<file path="src/rtl/rv32i_decode_queue.sv">
// Buffered RV32I decode front-end: a DEPTH-entry fetch FIFO feeding a registered
// control bundle on a valid/ready interface, with single-cycle flush.
`ifndef ALU_OP_WIDTH
`define ALU_OP_WIDTH 4
`endif

module rv32i_decode_queue #(
    parameter int unsigned  DEPTH     = 4,
    parameter bit           ENABLE_MD = 1'b1,
    localparam int unsigned PTR_W     = $clog2(DEPTH)
) (
    input  logic                     clk,
    input  logic                     reset,
    input  logic                     flush,
    input  logic                     in_valid,
    output logic                     in_ready,
    input  logic [31:0]              in_inst,
    input  logic [31:0]              in_pc,
    output logic                     out_valid,
    input  logic                     out_ready,
    output logic [31:0]              out_inst,
    output logic [31:0]              out_pc,
    output logic [`ALU_OP_WIDTH-1:0] out_alu_op,
    output logic [31:0]              out_imm,
    output logic [4:0]               out_rs1,
    output logic [4:0]               out_rs2,
    output logic [4:0]               out_rd,
    output logic                     out_uses_rs1,
    output logic                     out_uses_rs2,
    output logic                     out_wr_reg,
    output logic                     out_dmem_en,
    output logic                     out_dmem_wen,
    output logic                     out_branch,
    output logic                     out_jal,
    output logic                     out_jalr,
    output logic                     out_system,
    output logic                     out_uses_md,
    output logic                     out_illegal,
    output logic [PTR_W:0]           count
);

    typedef logic [`ALU_OP_WIDTH-1:0] alu_t;
    localparam alu_t ALU_ADD  = 4'd0,  ALU_SUB = 4'd1,  ALU_SLL  = 4'd2,  ALU_SLT  = 4'd3;
    localparam alu_t ALU_SLTU = 4'd4,  ALU_XOR = 4'd5,  ALU_SRL  = 4'd6,  ALU_SRA  = 4'd7;
    localparam alu_t ALU_OR   = 4'd8,  ALU_AND = 4'd9,  ALU_SEQ  = 4'd10, ALU_SNE  = 4'd11;
    localparam alu_t ALU_SGE  = 4'd12, ALU_SGEU = 4'd13;

    localparam logic [6:0] OPC_LOAD = 7'b0000011, OPC_STORE = 7'b0100011;
    localparam logic [6:0] OPC_BRANCH = 7'b1100011, OPC_JAL = 7'b1101111;
    localparam logic [6:0] OPC_JALR = 7'b1100111, OPC_MISC_MEM = 7'b0001111;
    localparam logic [6:0] OPC_OP_IMM = 7'b0010011, OPC_OP = 7'b0110011;
    localparam logic [6:0] OPC_SYSTEM = 7'b1110011, OPC_AUIPC = 7'b0010111;
    localparam logic [6:0] OPC_LUI = 7'b0110111;

    localparam logic [PTR_W:0] FULL = DEPTH[PTR_W:0];

    logic [31:0]      inst_mem [DEPTH];
    logic [31:0]      pc_mem   [DEPTH];
    logic [PTR_W-1:0] wr_ptr, rd_ptr;
    logic             push, pop;

    assign in_ready = (count != FULL);
    assign push     = in_valid && in_ready && !flush;
    assign pop      = (count != '0) && (!out_valid || out_ready) && !flush;

    // Decode of the FIFO head
    logic [31:0] head_inst, head_pc;
    logic [6:0]  opcode, f7;
    logic [2:0]  f3;
    logic [4:0]  rd;
    logic [31:0] imm_i, imm_s, imm_b, imm_u, imm_j;

    assign head_inst = inst_mem[rd_ptr];
    assign head_pc   = pc_mem[rd_ptr];
    assign opcode    = head_inst[6:0];
    assign f3        = head_inst[14:12];
    assign f7        = head_inst[31:25];
    assign rd        = head_inst[11:7];
    assign imm_i = {{20{head_inst[31]}}, head_inst[31:20]};
    assign imm_s = {{20{head_inst[31]}}, head_inst[31:25], head_inst[11:7]};
    assign imm_b = {{19{head_inst[31]}}, head_inst[31], head_inst[7], head_inst[30:25],
                    head_inst[11:8], 1'b0};
    assign imm_u = {head_inst[31:12], 12'b0};
    assign imm_j = {{11{head_inst[31]}}, head_inst[31], head_inst[19:12], head_inst[20],
                    head_inst[30:21], 1'b0};

    function automatic alu_t alu_of(input logic [2:0] fn, input logic alt);
        case (fn)
            3'b000:  return alt ? ALU_SUB : ALU_ADD;
            3'b001:  return ALU_SLL;
            3'b010:  return ALU_SLT;
            3'b011:  return ALU_SLTU;
            3'b100:  return ALU_XOR;
            3'b101:  return alt ? ALU_SRA : ALU_SRL;
            3'b110:  return ALU_OR;
            default: return ALU_AND;
        endcase
    endfunction

    alu_t        d_alu;
    logic [31:0] d_imm;
    logic d_u1, d_u2, d_wr, d_men, d_mwen, d_br, d_jal, d_jalr, d_sys, d_md, d_ill;

    always_comb begin
        d_alu = ALU_ADD; d_imm = '0; d_u1 = 1'b0; d_u2 = 1'b0; d_wr = 1'b0;
        d_men = 1'b0; d_mwen = 1'b0; d_br = 1'b0; d_jal = 1'b0; d_jalr = 1'b0;
        d_sys = 1'b0; d_md = 1'b0; d_ill = 1'b0;
        case (opcode)
            OPC_LOAD: begin
                d_imm = imm_i; d_u1 = 1'b1; d_wr = 1'b1; d_men = 1'b1;
                d_ill = (f3 == 3'b011) || (f3[2:1] == 2'b11);
            end
            OPC_STORE: begin
                d_imm = imm_s; d_u1 = 1'b1; d_u2 = 1'b1; d_men = 1'b1; d_mwen = 1'b1;
                d_ill = (f3 >= 3'b011);
            end
            OPC_BRANCH: begin
                d_imm = imm_b; d_u1 = 1'b1; d_u2 = 1'b1; d_br = 1'b1;
                case (f3)
                    3'b000:  d_alu = ALU_SEQ;
                    3'b001:  d_alu = ALU_SNE;
                    3'b100:  d_alu = ALU_SLT;
                    3'b101:  d_alu = ALU_SGE;
                    3'b110:  d_alu = ALU_SLTU;
                    3'b111:  d_alu = ALU_SGEU;
                    default: d_ill = 1'b1;
                endcase
            end
            OPC_JAL: begin
                d_imm = imm_j; d_wr = 1'b1; d_jal = 1'b1;
            end
            OPC_JALR: begin
                d_imm = imm_i; d_u1 = 1'b1; d_wr = 1'b1; d_jalr = 1'b1;
                d_ill = (f3 != 3'b000);
            end
            OPC_MISC_MEM: d_imm = imm_i;
            OPC_OP_IMM: begin
                // Only the right shift uses funct7[5]; ADDI with a negative imm must stay ADD
                d_imm = imm_i; d_u1 = 1'b1; d_wr = 1'b1;
                d_alu = alu_of(f3, (f3 == 3'b101) && f7[5]);
                if (f3 == 3'b001) d_ill = (f7 != 7'b0000000);
                if (f3 == 3'b101) d_ill = (f7 != 7'b0000000) && (f7 != 7'b0100000);
            end
            OPC_OP: begin
                d_u1 = 1'b1; d_u2 = 1'b1; d_wr = 1'b1;
                if (f7 == 7'b0000000) begin
                    d_alu = alu_of(f3, 1'b0);
                end else if (f7 == 7'b0100000) begin
                    d_alu = alu_of(f3, 1'b1);
                    d_ill = (f3 != 3'b000) && (f3 != 3'b101);
                end else if (f7 == 7'b0000001 && ENABLE_MD) begin
                    d_md = 1'b1;
                end else begin
                    d_ill = 1'b1;
                end
            end
            OPC_SYSTEM: begin
                d_imm = imm_i; d_sys = 1'b1; d_wr = (f3 != 3'b000);
                d_u1 = (f3 == 3'b001) || (f3 == 3'b010) || (f3 == 3'b011);
                d_ill = (f3 == 3'b100);
            end
            OPC_AUIPC, OPC_LUI: begin
                d_imm = imm_u; d_wr = 1'b1;
            end
            default: d_ill = 1'b1;
        endcase
        if (head_inst[1:0] != 2'b11) d_ill = 1'b1;
        d_wr   = d_wr && (rd != 5'd0) && !d_ill;
        d_men  = d_men && !d_ill;
        d_mwen = d_mwen && !d_ill;
        d_br   = d_br && !d_ill;
        d_jal  = d_jal && !d_ill;
        d_jalr = d_jalr && !d_ill;
    end

    always_ff @(posedge clk) begin
        if (push) begin
            inst_mem[wr_ptr] <= in_inst;
            pc_mem[wr_ptr]   <= in_pc;
        end
    end

    always_ff @(posedge clk) begin
        if (reset) begin
            wr_ptr <= '0; rd_ptr <= '0; count <= '0; out_valid <= 1'b0;
            out_inst <= '0; out_pc <= '0; out_alu_op <= '0; out_imm <= '0;
            out_rs1 <= '0; out_rs2 <= '0; out_rd <= '0;
            out_uses_rs1 <= 1'b0; out_uses_rs2 <= 1'b0; out_wr_reg <= 1'b0;
            out_dmem_en <= 1'b0; out_dmem_wen <= 1'b0; out_branch <= 1'b0;
            out_jal <= 1'b0; out_jalr <= 1'b0; out_system <= 1'b0;
            out_uses_md <= 1'b0; out_illegal <= 1'b0;
        end else if (flush) begin
            wr_ptr <= '0; rd_ptr <= '0; count <= '0; out_valid <= 1'b0;
        end else begin
            if (push) wr_ptr <= wr_ptr + 1'b1;
            if (pop)  rd_ptr <= rd_ptr + 1'b1;
            case ({push, pop})
                2'b10:   count <= count + 1'b1;
                2'b01:   count <= count - 1'b1;
                default: count <= count;
            endcase
            if (pop) begin
                out_valid <= 1'b1;
                out_inst <= head_inst; out_pc <= head_pc; out_alu_op <= d_alu;
                out_imm <= d_imm; out_rs1 <= head_inst[19:15]; out_rs2 <= head_inst[24:20];
                out_rd <= rd; out_uses_rs1 <= d_u1; out_uses_rs2 <= d_u2; out_wr_reg <= d_wr;
                out_dmem_en <= d_men; out_dmem_wen <= d_mwen; out_branch <= d_br;
                out_jal <= d_jal; out_jalr <= d_jalr; out_system <= d_sys;
                out_uses_md <= d_md; out_illegal <= d_ill;
            end else if (out_ready) begin
                out_valid <= 1'b0;
            end
        end
    end

endmodule

</file>
<file path="config.mk">
export PLATFORM = sky130hd
export DESIGN_NAME = rv32i_decode_queue
export DESIGN_NICKNAME = d
export VERILOG_FILES = /design/src/rtl/rv32i_decode_queue.sv
export SDC_FILE = /design/constraint.sdc
export NUM_CORES = 1
export LEC_CHECK = 0
export CAP_MARGIN = 10
export CORE_ASPECT_RATIO = 1.25
export CORE_MARGIN = 2
export CORE_UTILIZATION = 59
export CTS_CLUSTER_SIZE = 12
export DETAILED_ROUTE_END_ITERATION = 8
export PLACE_DENSITY = 0.91
export SETUP_SLACK_MARGIN = 0.2
export SLEW_MARGIN = 10
export SYNTH_ARGS = -nofsm -noshare
export SYNTH_HDL_FRONTEND = slang
export SYNTH_SLANG_ARGS = --single-unit
</file>
<file path="constraint.sdc">
create_clock -name clk -period 6 [get_ports clk]
set_input_delay 1.2 -clock clk [delete_from_list [all_inputs] [get_ports clk]]
set_output_delay 1.2 -clock clk [all_outputs]
set_load 0.01 [all_outputs]
</file>
==> impl_metrics.toml, run 1 <==
[setup_path]
crit_chain = "clkdlybuf4s50_1 > nor2b_1 > or3_4 > clkinv_2 > nor2_2 > nand2_1 > o21ai_1"
cp_slowest_cell = "nor2_2"
endpoint_kind = "register"
crit_family = "simple AND/OR/NAND/NOR gates"
crit_buf_inv = 2
max_stage_delay_ns = 1.09
rr_endpoint = "out_imm[29]"
required_ns = 6.42
critPathMaxFanout = 36
cp-start-kind = "input pin"
r2r_slack_ns = 2.48
timing_worst_setup_path_type = "in -> reg"
arrival_ns = 4.07
worst_r2r_path_depth = 8

[logic_synthesis]
synth-seq-cells = 377
synthSimpleGateAreaFrac_pct = 8.42
synth_edf_count = 256
synth_compound_area_share_pct = 7.33
ys_seq_area_share_pct = 69.9
synthCells = 989
syn_nets = 1064
synthArstFlopShare_pct = 0
synth_cell_types = 65
netlist_area_um2 = 14500
yosys_warnings = 0
synth.area.mux_share_pct = 10.1
ys.flop_type = "edfxtp_1"
synth.avg_cell_area_um2 = 14.6
synthAdderAreaFrac_pct = 0.571
synth_xor_area_share_pct = 0.484
synth_top_family_by_area = "multiplexers"

[die]
initial_core_util_pct = 59.6
die_w_um = 144
coreArea_um2 = 24300
die_area_um2 = 25800
num_rows = 64
io_pins = 200
die_h_um = 179

[finish]
utilization_pct = 72.8
layout_common_cells = "edfxtp_1, clkdlybuf4s50_1, nand2_1"
nets = 1234
drive_gt1_share_pct = 11.6
instances_no_fill = 1519
fill_cells = 1511
synthToLayoutAreaGrowth_pct = 22.0
layout_commonest_cell = "edfxtp_1"
fin_area_um2 = 17700
top_regs = "inst_mem: 128 flops, pc_mem: 128 flops"

[clock_tree]
cts.root.buffer_cell = "clkbuf_16"
clkLatencyLatePin_ns = 0.53
clk_pin_slew_ns = 0.06
htreeDepth = 2
ctsHoldBuffers = 0
clockBufferDepth = 3
cts_tree = "yes"
cts_repair_resize_count = 0
post_cts_buffers = 0
numCtsBuffers = 37
clkSinkCount = 377

[sta]
fin_crit_sh_pct = 60.9
max_slew_margin_pct = 23.1
hold_slack_ns = 0.453
period_minus_slack_ns = 3.66
timing.fmax_mhz = 274
hold_viol = 0
setup_viol = 0
finClkSkew_ns = 0.0242
fin_setup_tns_ns = 0
rsz0062_at_grt = "no"
tightest_slew_ns = 1.15
slew_viol_final = 0

[routing]
wl_per_cell_um = 21.6
totalWireLength_um = 32800
ant_nets = 0
vias_per_cell = 5.91
drt_first_iter_violations = 820
firstDrtPassIters = 5
num_vias = 8977
drc_errors = 0

[place]
post-place-cells = 1450
io_buffers = 199
dp_hpwl_um = 20200
placed_area_um2 = 16500
place_congestion = 0.918

[global_routing]
grt_max_degree = 89
grt_overflow = 0
grt_antenna_before_repair = 2
grt_pass1_wl_um = 49500
grt.total_usage_pct = 25.6
grt_pass1_vias = 8888

[pwr]
cellLeakagePower_nw = 5.56
ir_worst_vdd_mv = 0.270
powerDensity_nw_per_um2 = 299

[worst_hold_path]
worstHoldPathType = "reg -> reg"
hold_end = "out_imm[14]"
min-delay-start = "out_imm[14]"
hold_depth = 2

[job]
drv_cap = 0

[status]
status = "complete, no violations"
[power breakdown]
group,total (W),internal [W],switching (W)
registers,0.00284,0.00282,0.0000196
logic,0.000283,0.000125,0.000158
clock network,0.00215,0.00122,0.000928
total,0.00527,0.00417,0.00111
[worst reg2reg max path: stages (launching register included)]
cell      delay (ns)
dfxtp_2         0.54
buf_4           0.49
mux4_2          0.73
or2_4           0.32
a21oi_1         0.13
o21bai_1        0.11
a21boi_1        0.72
a21oi_1         0.19
o21ai_1         0.19
[cell type report]
type	count	area (um2)	share of cell area, %
timing repair buffer	205	2030	11.5
tap	330	413	2.34
multi-input combinational	524	3920	22.2
inverter	14	53.8	0.305
antenna	1	2.50	0.0142
clock inverter	2	38.8	0.220
clock buffer	66	1080	6.10
sequential	377	10100	57.3
[cell usage after synthesis, types with 6 or more instances]
library cell	instances	share of area, %
edfxtp_1	256	53
nand2_1	165	4.3
dfxtp_1	121	17
a21oi_1	91	3.1
mux4_2	60	9.3
nor2_1	44	1.1
clkbuf_1	35	0.91
o21ai_1	26	0.90
buf_4	15	0.78
inv_1	12	0.31
nor3_1	12	0.42
a21boi_1	9	0.47
buf_1	9	0.23
buf_2	9	0.31
a32oi_1	8	0.48
nand2b_1	7	0.30
a22o_1	6	0.36
and2_1	6	0.26
[how the worst max path moves through the flow]
| stage | from | end | cells past startpoint |
|---|---|---|---|
| 2_1_floorplan | in_valid | inst_mem[0][0] | 3 |
| 4_1_cts | out_ready | out_imm[0] | 7 |
| 3_3_place_gp | out_ready | count[2] | 10 |
| 5_1_grt | out_ready | out_imm[28] | 7 |
| 3_5_place_dp | out_ready | out_imm[28] | 7 |
| 6_report | out_ready | out_imm[0] | 7 |
[logic make-up after synthesis]
logic type,count (synthesis)
compound gates,175
xor+xnor,8
fa+ha+maj,6
buf+inv,88
flops,377
mux,65
simple gates,270
[through the flow]
| stage | worst slack (ns) | power [W] |
|---|---|---|
| after floorplan | 2.57 | 0.00304 |
| after global placement | 1.96 | 0.00316 |
| after detailed placement | 1.88 | 0.00318 |
| after CTS | 2.36 | 0.00529 |
| after global routing | 2.11 | 0.00543 |
| final | 2.34 | 0.00527 |
[layer usage]
metal  global-route usage [%]  wire length, um  vias up  part of all wire, %
li1                         -                -     4017                    -
met1                     33.3            12400     4429                   38
met2                     44.0            16800      459                   51
met3                     4.81             2730       70                  8.3
met4                     8.42              891        2                  2.7
met5                        0               11        -                0.034
Power figures use the tool's default switching activity.
==> run 2, diff against run 1 <==
Settings changed: CORE_UTILIZATION 59 to 49, PLACE_DENSITY 0.91 to 0.81.
Clock period 6 ns to 3.18 ns, I/O delays scaled along.
==> run 2 against run 1 <==
  * Total power increased by 95%
  * Sequential share of layout area shrank 1.3 points
  * Worst setup slack got worse by 1.9 ns
  * Global-route usage decreased by 4.4 points
  * Clock skew fell by 0.0015 ns
  * Largest cell class unchanged
  * Sequential power increased by 89%
  * Utilization decreased by 11 points
  * Critical path type is now reg -> reg
  * Routed wire length shrank 0.68%
  * Clock-buffer cell count is the same
  * First-iteration DRC count is 18% lower
  * Worst hold slack got worse by 0.0033 ns
==> impl_metrics.toml, run 2 (same netlist as run 1, synthesis figures left out) <==
[finish]
nets = 1248
fin_area_um2 = 18100
top_regs = "inst_mem: 128 flops, pc_mem: 128 flops"
synthToLayoutAreaGrowth_pct = 24.9
layout_common_cells = "edfxtp_1, clkdlybuf4s50_1, nand2_1"
layout_commonest_cell = "edfxtp_1"
utilization_pct = 61.9
drive_gt1_share_pct = 13.0

[die]
initial_core_util_pct = 49.6
num_rows = 70
die_area_um2 = 30900
die_h_um = 196
die_w_um = 158
io_pins = 200
coreArea_um2 = 29200

[clock_tree]
cts.root.buffer_cell = "clkbuf_16"
clockBufferDepth = 3
clkLatencyLatePin_ns = 0.53
cts_repair_resize_count = 0
clkSinkCount = 377
ctsHoldBuffers = 0
cts_tree = "yes"
numCtsBuffers = 39
post_cts_buffers = 0
htreeDepth = 2
clk_pin_slew_ns = 0.06

[setup_path]
endpoint_kind = "register"
required_ns = 3.62
rr_endpoint = "out_imm[2]"
worst_r2r_path_depth = 7
cp-start-kind = "register"
timing_worst_setup_path_type = "reg -> reg"
r2r_slack_ns = 0.44
critPathMaxFanout = 14
arrival_ns = 3.18
crit_path_end = "out_imm[2]"

[routing]
vias_per_cell = 5.52
num_vias = 8830
ant_nets = 0
totalWireLength_um = 32600
firstDrtPassIters = 6
drc_errors = 0
wl_per_cell_um = 20.3
drt_first_iter_violations = 670

[worst_hold_path]
hold_depth = 2
worstHoldPathType = "reg -> reg"

[place]
place_congestion = 0.869
placed_area_um2 = 16800
dp_hpwl_um = 20500
io_buffers = 199

[sta]
slew_viol_final = 0
timing.fmax_mhz = 365
max_slew_margin_pct = 40.6
fin_setup_tns_ns = 0
setup_viol = 0
period_minus_slack_ns = 2.74
rsz0062_at_grt = "no"
hold_viol = 0
finClkSkew_ns = 0.0227
fin_crit_sh_pct = 86.1
tightest_slew_ns = 0.892

[global_routing]
grt_overflow = 0
grt.total_usage_pct = 21.2
grt_antenna_before_repair = 3
grt_pass1_wl_um = 49800
grt_max_degree = 87
grt_pass1_vias = 8890

[pwr]
ir_worst_vdd_mv = 0.472
cellLeakagePower_nw = 5.72
powerDensity_nw_per_um2 = 569

[job]
drv_cap = 0

[status]
status = "complete, no violations"
## run 2: changes by cell type in the layout (fill, tap and decap cells not counted), moves of 2 or more
| cell | before | now |
|---|---|---|
| buf_12 | 0 | 10 |
| buf_4 | 7 | 9 |
| bufinv_16 | 0 | 2 |
| clkbuf_1 | 26 | 22 |
| clkbuf_16 | 38 | 40 |
## run 2: how the worst min path moves through the flow
stage / startpoint / endpoint / slack, ns
floorplan: wr_ptr[1] / wr_ptr[1] / 0.47
global placement: out_imm[13] / out_imm[13] / 0.44
CTS: out_imm[0] / out_imm[0] / 0.45
global route: out_imm[12] / out_imm[12] / 0.47
detailed placement: out_imm[0] / out_imm[0] / 0.44
finish: out_imm[14] / out_imm[14] / 0.45
## run 2: metrics by stage
stage / std cells / hold WS, ns / power [W] / worst slack (ns)
2_1_floorplan: 989 / 0.469 / 0.00574 / 0.250
3_3_place_gp: 1528 / 0.439 / 0.00599 / 0.333
3_5_place_dp: 1528 / 0.444 / 0.00601 / 0.245
4_1_cts: 1600 / 0.451 / 0.0104 / 0.469
5_1_grt: 1601 / 0.471 / 0.0106 / 0.254
6_report: 1601 / 0.449 / 0.0103 / 0.443
## run 2: final cells by class
cell class / instances / area, um2
clock inverters: 6 / 100
inverters: 14 / 53.8
fillers: 2139 / 11100
flip-flops and latches: 377 / 10100
multi-input cells: 524 / 3920
diodes: 1 / 2.50
well taps: 396 / 495
clock buffers: 66 / 1130
repair buffers: 217 / 2250
## run 2: worst max-delay path, cell delays in order (launching register included)
cell and delay [ns]:
dfxtp_2 0.54, mux4_2 0.72, nand3b_1 0.29, a211o_1 0.34, o21a_1 0.13, nor2_2 0.27, a221oi_1 0.14, nor3_1 0.22
## run 2: power by group
part	leakage [nW]	switching, W	internal (W)
clock network	0.592	0.00178	0.00259
logic	1.82	0.000297	0.000249
registers	3.30	0.0000352	0.00532
## run 2: layer usage
metal / global-route usage (%) / up-vias / part of all wire, %
li1: - / 4054 / -
met1: 26.3 / 4371 / 39
met2: 36.0 / 330 / 51
met3: 5.32 / 71 / 7.7
met4: 7.47 / 4 / 2.6
met5: 0 / - / 0.080
